==> src/rtl/memory_store_unit.sv <==
// memory_store_unit
//   Store path toward the data memory. It accepts one store request with a
//   byte address, right-justified data and an access width. It places the
//   data onto the 32-bit memory byte lanes and builds the byte enables. The
//   request goes out as one word-aligned write beat, or as two beats when
//   the store crosses a word boundary.
//
// Ports
//   clk, rst          clock, synchronous active-high reset
//   req_valid/ready   request handshake (ready only while idle)
//   req_addr          byte address, any alignment
//   req_data          store data, right-justified
//   req_width         BYTE / HALF / WORD
//   mem_valid/ready   write-beat handshake toward memory
//   mem_addr          word-aligned beat address
//   mem_data          lane-aligned write data (disabled lanes are zero)
//   mem_byte_en       lane enables, bit i covers mem_data[8i+7:8i]
//   busy              request in flight
//   done              one-cycle pulse after the final beat is accepted

package memory_store_unit_pkg;
  localparam int WORD_MASK = 32;

  typedef enum logic [1:0] {
    BYTE = 2'd0,
    HALF = 2'd1,
    WORD = 2'd2
  } memory_access_width_t;
endpackage

module memory_store_unit
  import memory_store_unit_pkg::*;
(
  input  logic                  clk,
  input  logic                  rst,
  input  logic                  req_valid,
  output logic                  req_ready,
  input  logic [WORD_MASK-1:0]  req_addr,
  input  logic [WORD_MASK-1:0]  req_data,
  input  memory_access_width_t  req_width,
  output logic                  mem_valid,
  input  logic                  mem_ready,
  output logic [WORD_MASK-1:0]  mem_addr,
  output logic [WORD_MASK-1:0]  mem_data,
  output logic [3:0]            mem_byte_en,
  output logic                  busy,
  output logic                  done
);

  typedef enum logic [1:0] {
    IDLE  = 2'd0,
    BEAT0 = 2'd1,
    BEAT1 = 2'd2
  } state_t;

  function automatic logic [3:0] width_mask(input memory_access_width_t w);
    case (w)
      BYTE:    width_mask = 4'b0001;
      HALF:    width_mask = 4'b0011;
      default: width_mask = 4'b1111;
    endcase
  endfunction

  function automatic logic [WORD_MASK-1:0] mask_data(input logic [WORD_MASK-1:0] d,
                                                     input memory_access_width_t w);
    case (w)
      BYTE:    mask_data = {24'h0, d[7:0]};
      HALF:    mask_data = {16'h0, d[15:0]};
      default: mask_data = d;
    endcase
  endfunction

  state_t               state_q, state_d;
  logic                 mem_valid_q, mem_valid_d;
  logic [WORD_MASK-1:0] mem_addr_q, mem_addr_d;
  logic [WORD_MASK-1:0] mem_data_q, mem_data_d;
  logic [3:0]           mem_be_q, mem_be_d;
  logic                 done_q, done_d;
  // Second-beat payload, held while beat 0 is outstanding.
  logic [WORD_MASK-1:0] hi_addr_q, hi_addr_d;
  logic [WORD_MASK-1:0] hi_data_q, hi_data_d;
  logic [3:0]           hi_be_q, hi_be_d;

  logic [63:0]          lane_data;
  logic [7:0]           lane_en;

  // Lane images spanning two words; the upper half feeds beat 1.
  assign lane_data = {32'h0, mask_data(req_data, req_width)} << {req_addr[1:0], 3'b000};
  assign lane_en   = {4'h0, width_mask(req_width)} << req_addr[1:0];

  assign req_ready   = (state_q == IDLE);
  assign busy        = (state_q != IDLE);
  assign mem_valid   = mem_valid_q;
  assign mem_addr    = mem_addr_q;
  assign mem_data    = mem_data_q;
  assign mem_byte_en = mem_be_q;
  assign done        = done_q;

  always_comb begin
    state_d     = state_q;
    mem_valid_d = mem_valid_q;
    mem_addr_d  = mem_addr_q;
    mem_data_d  = mem_data_q;
    mem_be_d    = mem_be_q;
    hi_addr_d   = hi_addr_q;
    hi_data_d   = hi_data_q;
    hi_be_d     = hi_be_q;
    done_d      = 1'b0;

    case (state_q)
      IDLE: begin
        if (req_valid) begin
          state_d     = BEAT0;
          mem_valid_d = 1'b1;
          mem_addr_d  = {req_addr[31:2], 2'b00};
          mem_data_d  = lane_data[31:0];
          mem_be_d    = lane_en[3:0];
          // Wraps modulo 2^32 at the top of the address space.
          hi_addr_d   = {req_addr[31:2], 2'b00} + 32'd4;
          hi_data_d   = lane_data[63:32];
          hi_be_d     = lane_en[7:4];
        end
      end
      BEAT0: begin
        if (mem_ready) begin
          if (hi_be_q != 4'h0) begin
            // Swap straight to beat 1 so mem_valid stays high without a bubble.
            state_d    = BEAT1;
            mem_addr_d = hi_addr_q;
            mem_data_d = hi_data_q;
            mem_be_d   = hi_be_q;
          end else begin
            state_d     = IDLE;
            mem_valid_d = 1'b0;
            mem_addr_d  = '0;
            mem_data_d  = '0;
            mem_be_d    = '0;
            done_d      = 1'b1;
          end
        end
      end
      BEAT1: begin
        if (mem_ready) begin
          state_d     = IDLE;
          mem_valid_d = 1'b0;
          mem_addr_d  = '0;
          mem_data_d  = '0;
          mem_be_d    = '0;
          done_d      = 1'b1;
        end
      end
      default: state_d = IDLE;
    endcase
  end

  always_ff @(posedge clk) begin
    if (rst) begin
      state_q     <= IDLE;
      mem_valid_q <= 1'b0;
      mem_addr_q  <= '0;
      mem_data_q  <= '0;
      mem_be_q    <= '0;
      hi_addr_q   <= '0;
      hi_data_q   <= '0;
      hi_be_q     <= '0;
      done_q      <= 1'b0;
    end else begin
      state_q     <= state_d;
      mem_valid_q <= mem_valid_d;
      mem_addr_q  <= mem_addr_d;
      mem_data_q  <= mem_data_d;
      mem_be_q    <= mem_be_d;
      hi_addr_q   <= hi_addr_d;
      hi_data_q   <= hi_data_d;
      hi_be_q     <= hi_be_d;
      done_q      <= done_d;
    end
  end

endmodule

==> config.mk <==
export PLATFORM = sky130hd
export DESIGN_NAME = memory_store_unit
export DESIGN_NICKNAME = d
export VERILOG_FILES = /design/src/rtl/memory_store_unit.sv
export SDC_FILE = /design/constraint.sdc
export NUM_CORES = 1
export LEC_CHECK = 0
export ABC_AREA = 1
export CAP_MARGIN = 5
export CORE_UTILIZATION = 40
export CTS_BUF_LIST = sky130_fd_sc_hd__clkbuf_8
export DETAILED_ROUTE_END_ITERATION = 10
export GPL_ROUTABILITY_DRIVEN = 0
export PLACE_DENSITY = 0.68
export SYNTH_ARGS = -nofsm -noshare
export SYNTH_HDL_FRONTEND = slang
export SYNTH_SLANG_ARGS = --single-unit
==> constraint.sdc <==
create_clock -name clk -period 1.7 [get_ports clk]
set_input_delay 0.425 -clock clk [delete_from_list [all_inputs] [get_ports clk]]
set_output_delay 0.425 -clock clk [all_outputs]
set_load 0.05 [all_outputs]
* After elaboration in Yosys (flattened, before gate mapping)
Cells that the tools add are included.
Word-level totals: logic and storage cells 58, input bits 70, register bits 140
Cells by class: add/subtract/negate cells 1, eq/ne operators 7, reductions and logical operators 9, shift-type cells 2, multiplexer cells 30
Operators with widths (number):
- $mux W32 | 7
- $pmux W32 S3 | 2
- $pmux W32 S2 | 1
- $shl A32 B5 Y64 | 1
- $add A32 B3 Y32 const B | 1
- $mux W4 | 4
- $pmux W4 S3 | 1
- $mux W2 | 4
- $ne A2 B2 Y1 const B | 4
- $pmux W4 S2 | 1
- $shl A4 B2 Y8 | 1
- $mux W1 | 7
- $pmux W2 S3 | 1
- $reduce_and A5 Y1 | 1
- $eq A2 B1 Y1 const B | 2
- $logic_not A2 Y1 | 2
- $reduce_and A4 Y1 | 1
- $reduce_bool A4 Y1 | 1
- $pmux W1 S3 | 1
- $reduce_and A3 Y1 | 1
- $reduce_bool A3 Y1 | 1
- $eq A2 B2 Y1 const B | 1
- $pmux W1 S2 | 1
- $reduce_and A2 Y1 | 1
- $reduce_bool A2 Y1 | 1

* Logic depth before layout (Yosys ltp)
Gate-level depths: netlist (run 1).
depth in word-level cells 5, depth in mapped cells 10

* Least setup slack after synthesis (run 1)
OpenSTA, ideal clock, no wires.
path kind register -> register, start point register state_q[0], end point register hi_data_q[16], setup slack -213 ps, period minus slack after synthesis 1913 ps, required time 1630 ps, data arrival time 1842 ps, cell stages (with the launch flop) 9, path through dfxtp_1 -> inv_1 -> ha_1 -> nand2_2 -> nor2_4 -> nand2_2 -> nor2_4 -> nand2_1 -> a21oi_1
Between the ends: longest elaborated chain between the ends 2
RTL lines:
- start: declaration | line 73 | state_t state_q, state_d;
- start signal: assignment | line 168 | state_q <= state_d;
- $logic_not A2 Y1
- net req_ready | line 37 | output logic req_ready,
- $reduce_and A2 Y1 (no source line)
- end signal: assignment | line 174 | hi_data_q <= hi_data_d;
- end: declaration | line 81 | logic [WORD_MASK-1:0] hi_data_q, hi_data_d;
The timed path passes the listed nets, and every way through them passes these cells. A chain may end at the register's enable or synchronous reset.

* Final worst setup path (run 1)
start point register state_q[1], end point register mem_data_q[20], in the netlist mem_data[20]
Between the ends: longest elaborated chain between the ends 3, elaborated cells between the ends (all ways) 9
RTL lines:
- $eq A2 B1 Y1 (tied with other cells) | line 110 | case (state_q)
- $ne A2 B2 Y1 (no source line) or $reduce_bool A3 Y1 (tied branches)
- $reduce_and A4 Y1 (no source line)
- end signal: assignment | line 171 | mem_data_q <= mem_data_d;
- end: declaration | line 76 | logic [WORD_MASK-1:0] mem_data_q, mem_data_d;
Several ways; a longest one is shown, not always the timed one.

==> results of run 1 <==
-- per-stage QoR --
step / TNS, ns / worst slack (ns)
CTS: 0 / 0.00471
global route: -0.546 / -0.0576
finish: 0 / 0.00605
global placement: -22.50 / -0.297
floorplan: 0 / 0.0169
detailed placement: -25.15 / -0.345
-- worst max-delay path, stage by stage, from the launching register on --
cell,delay (ns)
dfxtp_2,0.33
buf_6,0.12
ha_4,0.16
o21bai_4,0.14
nand3b_1,0.20
buf_6,0.19
clkbuf_16,0.15
a21oi_1,0.12
nand3_1,0.09
nand2_1,0.06
inv_1,0.03
-- timing repair --
item | 4_1_cts | 5_1_grt
gates cloned | 1 | 4
endpoints found under the setup margin | 15 | 31
resized for setup | 7 | 34
pin swaps | 2 | 9
setup buffers | 1 | 6
hold buffers | 0 | 0
-- worst paths after layout --
kind	slack, ns	end	cells past startpoint	startpoint
max	0.006	mem_data[20]$_SDFFE_PP0P_	10	state_q[1]$_SDFFE_PP0P_
min	0.46	mem_addr[15]$_SDFFE_PP0P_	2	mem_addr[15]$_SDFFE_PP0P_
max reg2reg	0.006	mem_data[20]$_SDFFE_PP0P_	10	state_q[1]$_SDFFE_PP0P_
min reg2reg	0.46	mem_addr[15]$_SDFFE_PP0P_	2	mem_addr[15]$_SDFFE_PP0P_
-- synthesized netlist by cell type, drive strengths merged --
library cell,count
o21ai,59
a31oi,22
nand3,82
conb,1
and2,1
nand4,4
o22ai,32
inv,95
o21bai,2
nor3,1
a21oi,81
nor2,124
nand2,343
nand3b,1
a2bb2oi,1
o211ai,8
a22oi,5
clkinv,1
clkbuf,29
xor2,7
buf,28
xnor2,1
dfxtp,127
ha,6
-- layout make-up --
| type | count | area (um2) |
|---|---|---|
| tap | 220 | 275 |
| clock inverter | 13 | 189 |
| clock buffer | 18 | 248 |
| sequential | 127 | 2550 |
| multi-input combinational | 784 | 3740 |
| inverter | 96 | 369 |
| timing repair buffer | 264 | 2550 |
| fill | 1509 | 6610 |
-- registers in the layout (all words and copies together), names as in the netlist --
signal,flops
mem_valid,1
hi_addr_q,30
mem_byte_en,4
mem_addr,30
mem_data,32
state_q,2
done,1
hi_data_q,24
hi_be_q,3
-- power by group through the flow --
stage,clock [mW],combinational (mW),sequential (mW)
floorplan,0,1.54,4.44
global placement,0,3.90,3.65
detailed placement,0,3.93,3.65
CTS,2.95,3.99,3.59
global route,3.10,4.55,3.63
finish,2.91,4.27,3.59
-- layer usage --
| metal | vias up | wire, um | GRT usage [%] |
|---|---|---|---|
| met3 | 77 | 1580 | 4.46 |
| met4 | 0 | 880 | 13.2 |
| met5 | - | 0 | 0 |
| met1 | 3570 | 10100 | 33.7 |
| li1 | 3891 | - | - |
| met2 | 355 | 11000 | 43.0 |
-- placed cells by master, fill, tap and decap left out, types with 22 or more instances in the layout --
cell type / synthesis / routed
clkdlybuf4s50_1: 0 / 68
buf_4: 5 / 162
o21ai_0: 58 / 57
nand2_1: 338 / 336
dfxtp_1: 127 / 125
nor2_1: 115 / 113
a31oi_1: 22 / 22
nand3_1: 81 / 75
buf_12: 0 / 26
a21oi_1: 81 / 80
o22ai_1: 32 / 29
inv_1: 91 / 88
-- kinds of logic (layout without fill, tap and decap cells) --
group | count (synthesis) | after routing
xor gates and xnor gates | 8 | 8
DFF | 127 | 127
AOI/OAI and AO/OA | 210 | 210
buffers and inverters | 153 | 391
adders and majority gates | 6 | 6
and+or+nand+nor | 556 | 558
other | 1 | 2
==> metrics.txt, run 1 <==
part of the power in registers=between 30% and 40%; hpwl dp=16,700 um; Placed Instance Area=about 9000 um2; worst-path fanout max=5; initial drt markers=631; Die Width=132 um; Worst Setup Start Kind=flop; via count=7,893; router iterations before antenna repair=6; final instance area=9910 um2; Internal=6.63 mW; run status=complete, no violations; first-pass GRT wire length=roughly 37,000 um; Die Footprint=around 17,000 um2; initial core utilization=40.9%; CTS tree=yes; Worst Path Arrival=2.05 ns; number of port buffers=139; clock slew at reported path FFs=approximately 0.070 ns; vias per cell=around 5.2; Min-Delay Path Class=flop to flop; Syn Area/Cell=6.37 um2; mux cell area share after synthesis=0%; RSZ-0062 raised after global routing=true; Crit Path Class=flop to flop; CTS Root Cell=clkbuf_8; switching power=about 4.1 mW; synth warn=0; largest family of logic cells by synthesized area=simple AND/OR/NAND/NOR gates; shortest period the worst path allows=approximately 1.7 ns; Post-Route Utilization=approximately three fifths; Total Wirelength=23,600 um; Synth Cell Area=6760 um2; nets@finish=1,366; global route overflow=0; number of antenna violations at the first check in global routing=0; clock network fraction of total power=27.0%; Slew Viols, Final=0; synth unique cells=33; area delta synth->final=46.7%; Yosys top cell area share=about 38%; FP Rows=47; skew final=0.0156 ns; ANT cells=0; required time worst endpoint=2.06 ns; Synth area leaders=dfxtp_1, nand2_1, nor2_1; Worst-Skew Late Latency=0.46 ns; Post-Synth XOR/XNOR Area=under 10%; Finished Layout Cells=1,522; sequential-to-total area share from yosys stat=37.6%; post-route ant nets=0; max cap viols=0; hold_ws=0.465 ns; Num CTS Buffers=17; CTS sink cnt=127; CTS H-tree depth=4; Power Total=10.8 mW; vias in the first global route=7,238; Setup-failing EPs final=0; top-level I/O count=142; Synth Area in Compound Gates=17.2%; worst vdd ir=0.551 mV; Die Y=132 um; wire length per cell=between 15 and 20 um; largest net degree at the start of global routing=58; dpl cells=between 1,000 and 1,500; largest area contributor in the netlist=dfxtp_1; Final Cycle Share=99.6%; Max Clk Rate=590 MHz; Simple-Gate Fraction of Synth Area=around a third; leak pwr=4.34 nW; Sw Share=38.5%; Mapped Cells=1,061; core box area=16,500 um2; Comb pwr share=about two fifths; DRC violation count after routing=0; Synth Register Bits=approximately 130; Synth Area in Adders=under 10%; Worst setup EP type=flop; clock buffer depth=2; Power Density=1090 nW/um2; all-layer global routing usage=between 20% and 30%; share of cells above drive strength 1=21.2%; Fin. Hold Viols=0
Power figures use the tool's default switching activity.
==> run 2: changes to the inputs <==
--- a/config.mk
+++ b/config.mk
@@ -8,10 +8,12 @@
 export ABC_AREA = 1
 export CAP_MARGIN = 5
 export CORE_UTILIZATION = 40
-export CTS_BUF_LIST = sky130_fd_sc_hd__clkbuf_8
+export CTS_BUF_LIST = sky130_fd_sc_hd__clkbuf_4 sky130_fd_sc_hd__clkbuf_8 sky130_fd_sc_hd__clkbuf_16
+export CTS_CLUSTER_SIZE = 30
 export DETAILED_ROUTE_END_ITERATION = 10
 export GPL_ROUTABILITY_DRIVEN = 0
 export PLACE_DENSITY = 0.68
+export SETUP_SLACK_MARGIN = 0.02
 export SYNTH_ARGS = -nofsm -noshare
 export SYNTH_HDL_FRONTEND = slang
 export SYNTH_SLANG_ARGS = --single-unit
==> run 2 against run 1 <==
Compared with the run above: die area stayed put; sequential share of layout area shrank 0.24 points; setup slack improved by 0.042 ns.
==> metrics.txt, run 2 (synthesis results as in run 1) <==
wire length per cell=approximately 15 um; number of port buffers=139; nets@finish=1,364; initial drt markers=approximately 550; initial core utilization=40.9%; r2r startpoint=state_q[0]$_SDFFE_PP0P_; Slew Viols, Final=0; largest net degree at the start of global routing=just under 50; CP delay by family, top=flip-flops; pre-CTS setup slack=-0.308 ns; Num CTS Buffers=17; core box area=between 15,000 and 20,000 um2; most frequent cells in the layout=nand2_1, buf_4, dfxtp_1, nor2_1, inv_1; max cap viols=0; Fin Setup TNS=0 ns; RR Endpoint=hi_data_q[18]$_SDFFE_PP0P_; Crit Path Class=flop to primary output; FP Rows=47; hpwl dp=16,600 um; ANT cells=0; slowest stage delay, CP=between 0.3 and 0.4 ns; Sw Share=a little over a third; part of the power in registers=31.2%; first-pass GRT wire length=36,000 um; Setup crit start=state_q[0]$_SDFFE_PP0P_; CTS tree=yes; clock slew at reported path FFs=0.05 ns; slowest CP cell=dfxtp_4; area delta synth->final=48.1%; skew final=0.00787 ns; CP bufs+invs=3; via count=7,850; worst vdd ir=0.837 mV; number of antenna violations at the first check in global routing=0; Fin. Hold Viols=0; Final Cycle Share=between 90% and 100%; Comb pwr share=a little under two fifths; DRC violation count after routing=0; Setup-failing EPs final=0; vias per cell=5.16; Worst Setup Start Kind=flop; Post-CTS Hold Buffers=0; CTS H-tree depth=4; Internal=7.34 mW; Worst setup EP type=primary output; leak pwr=4.41 nW; Total Wirelength=23,000 um; RSZ-0062 raised after global routing=true; Die Footprint=17,400 um2; commonest non-fill, non-tap cell in the layout=nand2_1; CTS sink cnt=about 130; Worst-Skew Late Latency=0.42 ns; router iterations before antenna repair=5; top-level I/O count=142; Critical Path Stages=4; Min-Delay Path Class=flop to flop; CTS Root Cell=clkbuf_16; Die Width=132 um; hold_ws=about 0.46 ns; Max Clk Rate=605 MHz; Power Density=1150 nW/um2; post-route ant nets=0; run status=complete, no violations; share of cells above drive strength 1=21.1%; Setup WS post-layout=0.0480 ns; Critical Path Sink=busy; clock network fraction of total power=31.9%; all-layer global routing usage=26.1%; fillers=between 1,500 and 2,000; clock buffer depth=2; vias in the first global route=7,148; most used cell, CP=inv_4; shortest period the worst path allows=between 1.5 and 2 ns; worst-path cell chain=inv_4 -> ha_4 -> inv_4 -> buf_12; R2R depth=9; R2R setup slack=0.08 ns; switching power=~4.2 mW; worst-path fanout max=5; global route overflow=0; max reg flops=32; Worst Path Arrival=1.23 ns; Die Y=roughly 130 um; required time worst endpoint=1.27 ns
-- run 2: cell types whose count changed in the layout (fill, tap and decap cells not counted), sizes merged --
cell	previous run	this run
clkinvlp	3	2
inv	96	95
buf	193	191
bufinv	4	3
clkbuf	21	23
clkinv	6	8
-- run 2: what timing repair did --
action,4_1_cts,5_1_grt
endpoints found under the setup margin,37,53
pin swaps,1,6
cloned,0,5
resized for setup,6,29
buffers inserted,0,7
-- run 2: tightest hold or removal path: cells and delay by family, from the launching register on --
| kind | cells | cell delay (ns) |
|---|---|---|
| and+or+nand+nor | 1 | 0.06 |
| DFF | 1 | 0.31 |
| AOI/OAI and AO/OA | 1 | 0.05 |
-- run 2: worst min-delay path by stage --
stage,slack (ns),to,cells after the start,startpoint
floorplan,0.45,hi_data_q[16]$_SDFFE_PP0P_,2,hi_data_q[16]$_SDFFE_PP0P_
global placement,0.45,mem_addr[17]$_SDFFE_PP0P_,2,mem_addr[17]$_SDFFE_PP0P_
detailed placement,0.45,mem_addr[6]$_SDFFE_PP0P_,2,mem_addr[6]$_SDFFE_PP0P_
CTS,0.46,mem_addr[6]$_SDFFE_PP0P_,2,mem_addr[6]$_SDFFE_PP0P_
global route,0.48,mem_addr[6]$_SDFFE_PP0P_,2,mem_addr[6]$_SDFFE_PP0P_
finish,0.46,mem_addr[6]$_SDFFE_PP0P_,2,mem_addr[6]$_SDFFE_PP0P_
-- run 2: layout make-up --
cell class              count  area (um2)  area share (%)
clock buffers              20         448            4.48
multi-input cells         784        3690            36.9
flip-flops and latches    127        2550            25.5
repair buffers            262        2530            25.3
well taps                 220         275            2.75
clock inverters            12         144            1.44
inverters                  96         365            3.65
-- run 2: metrics by stage --
| stage | area [um2] | power, mW | utilization (%) | cells |
|---|---|---|---|---|
| after floorplan | 6770 | 5.99 | - | 1062 |
| after global placement | 9180 | 7.63 | 55.5 | 1477 |
| after global routing | 10000 | 12.1 | 60.6 | 1521 |
| after detailed placement | 9180 | 7.65 | 55.5 | 1477 |
| after CTS | 9770 | 11.3 | 59.1 | 1509 |
| final | 10000 | 11.5 | 60.6 | 1521 |
-- run 2: power by group through the flow --
| stage | clock network [mW] | registers (mW) | logic [mW] |
|---|---|---|---|
| 5_1_grt | 3.88 | 3.64 | 4.54 |
| 3_3_place_gp | 0 | 3.65 | 3.98 |
| 4_1_cts | 3.72 | 3.60 | 4.02 |
| 3_5_place_dp | 0 | 3.65 | 3.99 |
| 6_report | 3.68 | 3.60 | 4.26 |
| 2_1_floorplan | 0 | 4.44 | 1.55 |
-- run 2: routing by layer --
metal  share of wire [%]  track usage, %
met1                  43            33.8
met2                  46            42.1
met3                 7.5            5.61
met4                 3.0            10.5
met5                   0               0
==> run 3: changes to the inputs <==
--- a/config.mk
+++ b/config.mk
@@ -7,13 +7,14 @@
 export LEC_CHECK = 0
 export ABC_AREA = 1
 export CAP_MARGIN = 5
-export CORE_UTILIZATION = 40
+export CORE_UTILIZATION = 47
 export CTS_BUF_LIST = sky130_fd_sc_hd__clkbuf_4 sky130_fd_sc_hd__clkbuf_8 sky130_fd_sc_hd__clkbuf_16
 export CTS_CLUSTER_SIZE = 30
 export DETAILED_ROUTE_END_ITERATION = 10
 export GPL_ROUTABILITY_DRIVEN = 0
-export PLACE_DENSITY = 0.68
+export PLACE_DENSITY = 0.77
 export SETUP_SLACK_MARGIN = 0.02
 export SYNTH_ARGS = -nofsm -noshare
 export SYNTH_HDL_FRONTEND = slang
 export SYNTH_SLANG_ARGS = --single-unit
+export TNS_END_PERCENT = 10
==> run 3 against run 2 <==
Compared with the run above: die area fell by 15%; via count up 3.1%; register-to-register slack got worse by 0.02 ns; combinational power barely moved; critical path type unchanged; highest routed layer unchanged.
==> metrics.txt, run 3 (synthesis results as in run 1) <==
Setup crit start=state_q[0]$_SDFFE_PP0P_; via count=8,090; number of port buffers=139; Crit Path Class=flop to primary output; commonest non-fill, non-tap cell in the layout=nand2_1; Num CTS Buffers=17; Total Wirelength=approximately 23,000 um; most frequent cells in the layout=nand2_1, buf_4, dfxtp_1, nor2_1, inv_1; CTS sink cnt=127; Sw Share=35.9%; top-level I/O count=142; clock buffer depth=2; final instance area=9940 um2; CTS Root Cell=clkbuf_16; clock slew at reported path FFs=0.05 ns; r2r startpoint=state_q[1]$_SDFFE_PP0P_; shortest period the worst path allows=1.66 ns; Die Footprint=14,900 um2; post-route ant nets=0; vias in the first global route=approximately 7,400; Fin. Hold Viols=0; Worst Path Arrival=1.24 ns; part of the power in registers=a little under a third; pre-CTS setup slack=-0.380 ns; initial core utilization=roughly 48%; worst vdd ir=0.754 mV; initial drt markers=714; core box area=13,900 um2; Power Total=about 12 mW; global route overflow=0; first-pass GRT wire length=35,900 um; Placed Instance Area=9040 um2; run status=complete, no violations; Critical Path Sink=busy; leak pwr=4.44 nW; Power Density=1180 nW/um2; Max Clk Rate=602 MHz; required time worst endpoint=1.27 ns; FP Rows=43; fillers=between 1,000 and 1,500; Setup WS post-layout=0.0387 ns; CTS H-tree depth=4; Worst Setup Start Kind=flop; router iterations before antenna repair=7; clock network fraction of total power=33.3%; Post-Route Utilization=71.3%; DRC violation count after routing=0; worst-path fanout max=5; Worst-Skew Late Latency=0.43 ns; largest net degree at the start of global routing=80; CTS tree=yes; area delta synth->final=47.1%; max reg flops=32; vias per cell=5.47; nets@finish=1,361; wire length per cell=15.8 um; skew final=0.00728 ns; Post-CTS Hold Buffers=0; hpwl dp=16,300 um; R2R setup slack=0.06 ns; Min-Delay Path Class=primary input to flop; number of antenna violations at the first check in global routing=0; Setup-failing EPs final=0; Final Cycle Share=97.7%; Die Y=122 um; Comb pwr share=36.2%; share of cells above drive strength 1=20.8%; RSZ-0062 raised after global routing=true; Slew Viols, Final=0; Die Width=122 um; max cap viols=0; ANT cells=0; RR Endpoint=mem_addr[12]$_SDFFE_PP0P_; switching power=between 4 and 5 mW; all-layer global routing usage=between 30% and 40%; R2R depth=9; Internal=7.52 mW; Worst setup EP type=primary output
## run 3: cell types whose count changed in the layout (fill, tap and decap cells not counted), moves of 2 or more
| cell | delta |
|---|---|
| buf_12 | -5 |
| clkdlybuf4s50_1 | -5 |
| dlymetal6s2s_1 | +5 |
| buf_4 | +4 |
| nand2_1 | +3 |
| nand2_2 | -3 |
| clkbuf_8 | +2 |
| clkinv_2 | -2 |
| ha_1 | -2 |
| nor2_2 | -2 |
## run 3: timing repair
item                                    4_1_cts  5_1_grt
buffers inserted                              4        2
gates resized for setup                       4       38
pin swaps                                     3        9
cloned                                        1        3
endpoints found under the setup margin       19       61
## run 3: worst min path at each step
stage | startpoint | to | slack [ns] | cells past startpoint
3_3_place_gp | mem_addr[17]$_SDFFE_PP0P_ | mem_addr[17]$_SDFFE_PP0P_ | 0.45 | 2
4_1_cts | hi_data_q[18]$_SDFFE_PP0P_ | hi_data_q[18]$_SDFFE_PP0P_ | 0.47 | 2
5_1_grt | mem_ready | done$_SDFF_PP0_ | 0.42 | 3
6_report | mem_ready | done$_SDFF_PP0_ | 0.41 | 3
2_1_floorplan | hi_data_q[16]$_SDFFE_PP0P_ | hi_data_q[16]$_SDFFE_PP0P_ | 0.45 | 2
3_5_place_dp | mem_addr[16]$_SDFFE_PP0P_ | mem_addr[16]$_SDFFE_PP0P_ | 0.46 | 2
## run 3: power by group through the flow
stage	combinational, mW	sequential (mW)	clock [mW]
after floorplan	1.55	4.44	0
after global placement	3.87	3.62	0
after detailed placement	3.90	3.63	0
after CTS	3.98	3.57	3.94
after global routing	4.51	3.62	4.09
final	4.25	3.58	3.91
## run 3: layout make-up
cell class	instances	area (um2)	area share, %
tap	180	225	2.27
clock inverter	11	163	1.64
clock buffer	21	468	4.71
inverter	96	363	3.65
timing repair buffer	260	2460	24.8
sequential	127	2550	25.6
multi-input combinational	783	3710	37.3
## run 3: metrics by stage
stage | hold WS [ns] | std cells | setup TNS, ns
2_1_floorplan | 0.445 | 1062 | 0
3_3_place_gp | 0.452 | 1436 | -23.70
3_5_place_dp | 0.456 | 1436 | -26.14
4_1_cts | 0.465 | 1473 | 0
5_1_grt | 0.423 | 1478 | -0.0323
6_report | 0.411 | 1478 | 0
## run 3: per-layer routing
layer / wire length (um) / share of wire [%] / global-route usage, %
met1: 9770 / 42 / 38.9
met3: 1990 / 8.5 / 7.72
met4: 812 / 3.5 / 15.7
met5: 0 / 0 / 0
met2: 10800 / 46 / 50.0
## run 3: critical path, cell delays in order (launching register included)
cell	delay, ns
dfxtp_4	0.36
inv_4	0.08
ha_4	0.18
inv_2	0.05
buf_12	0.14
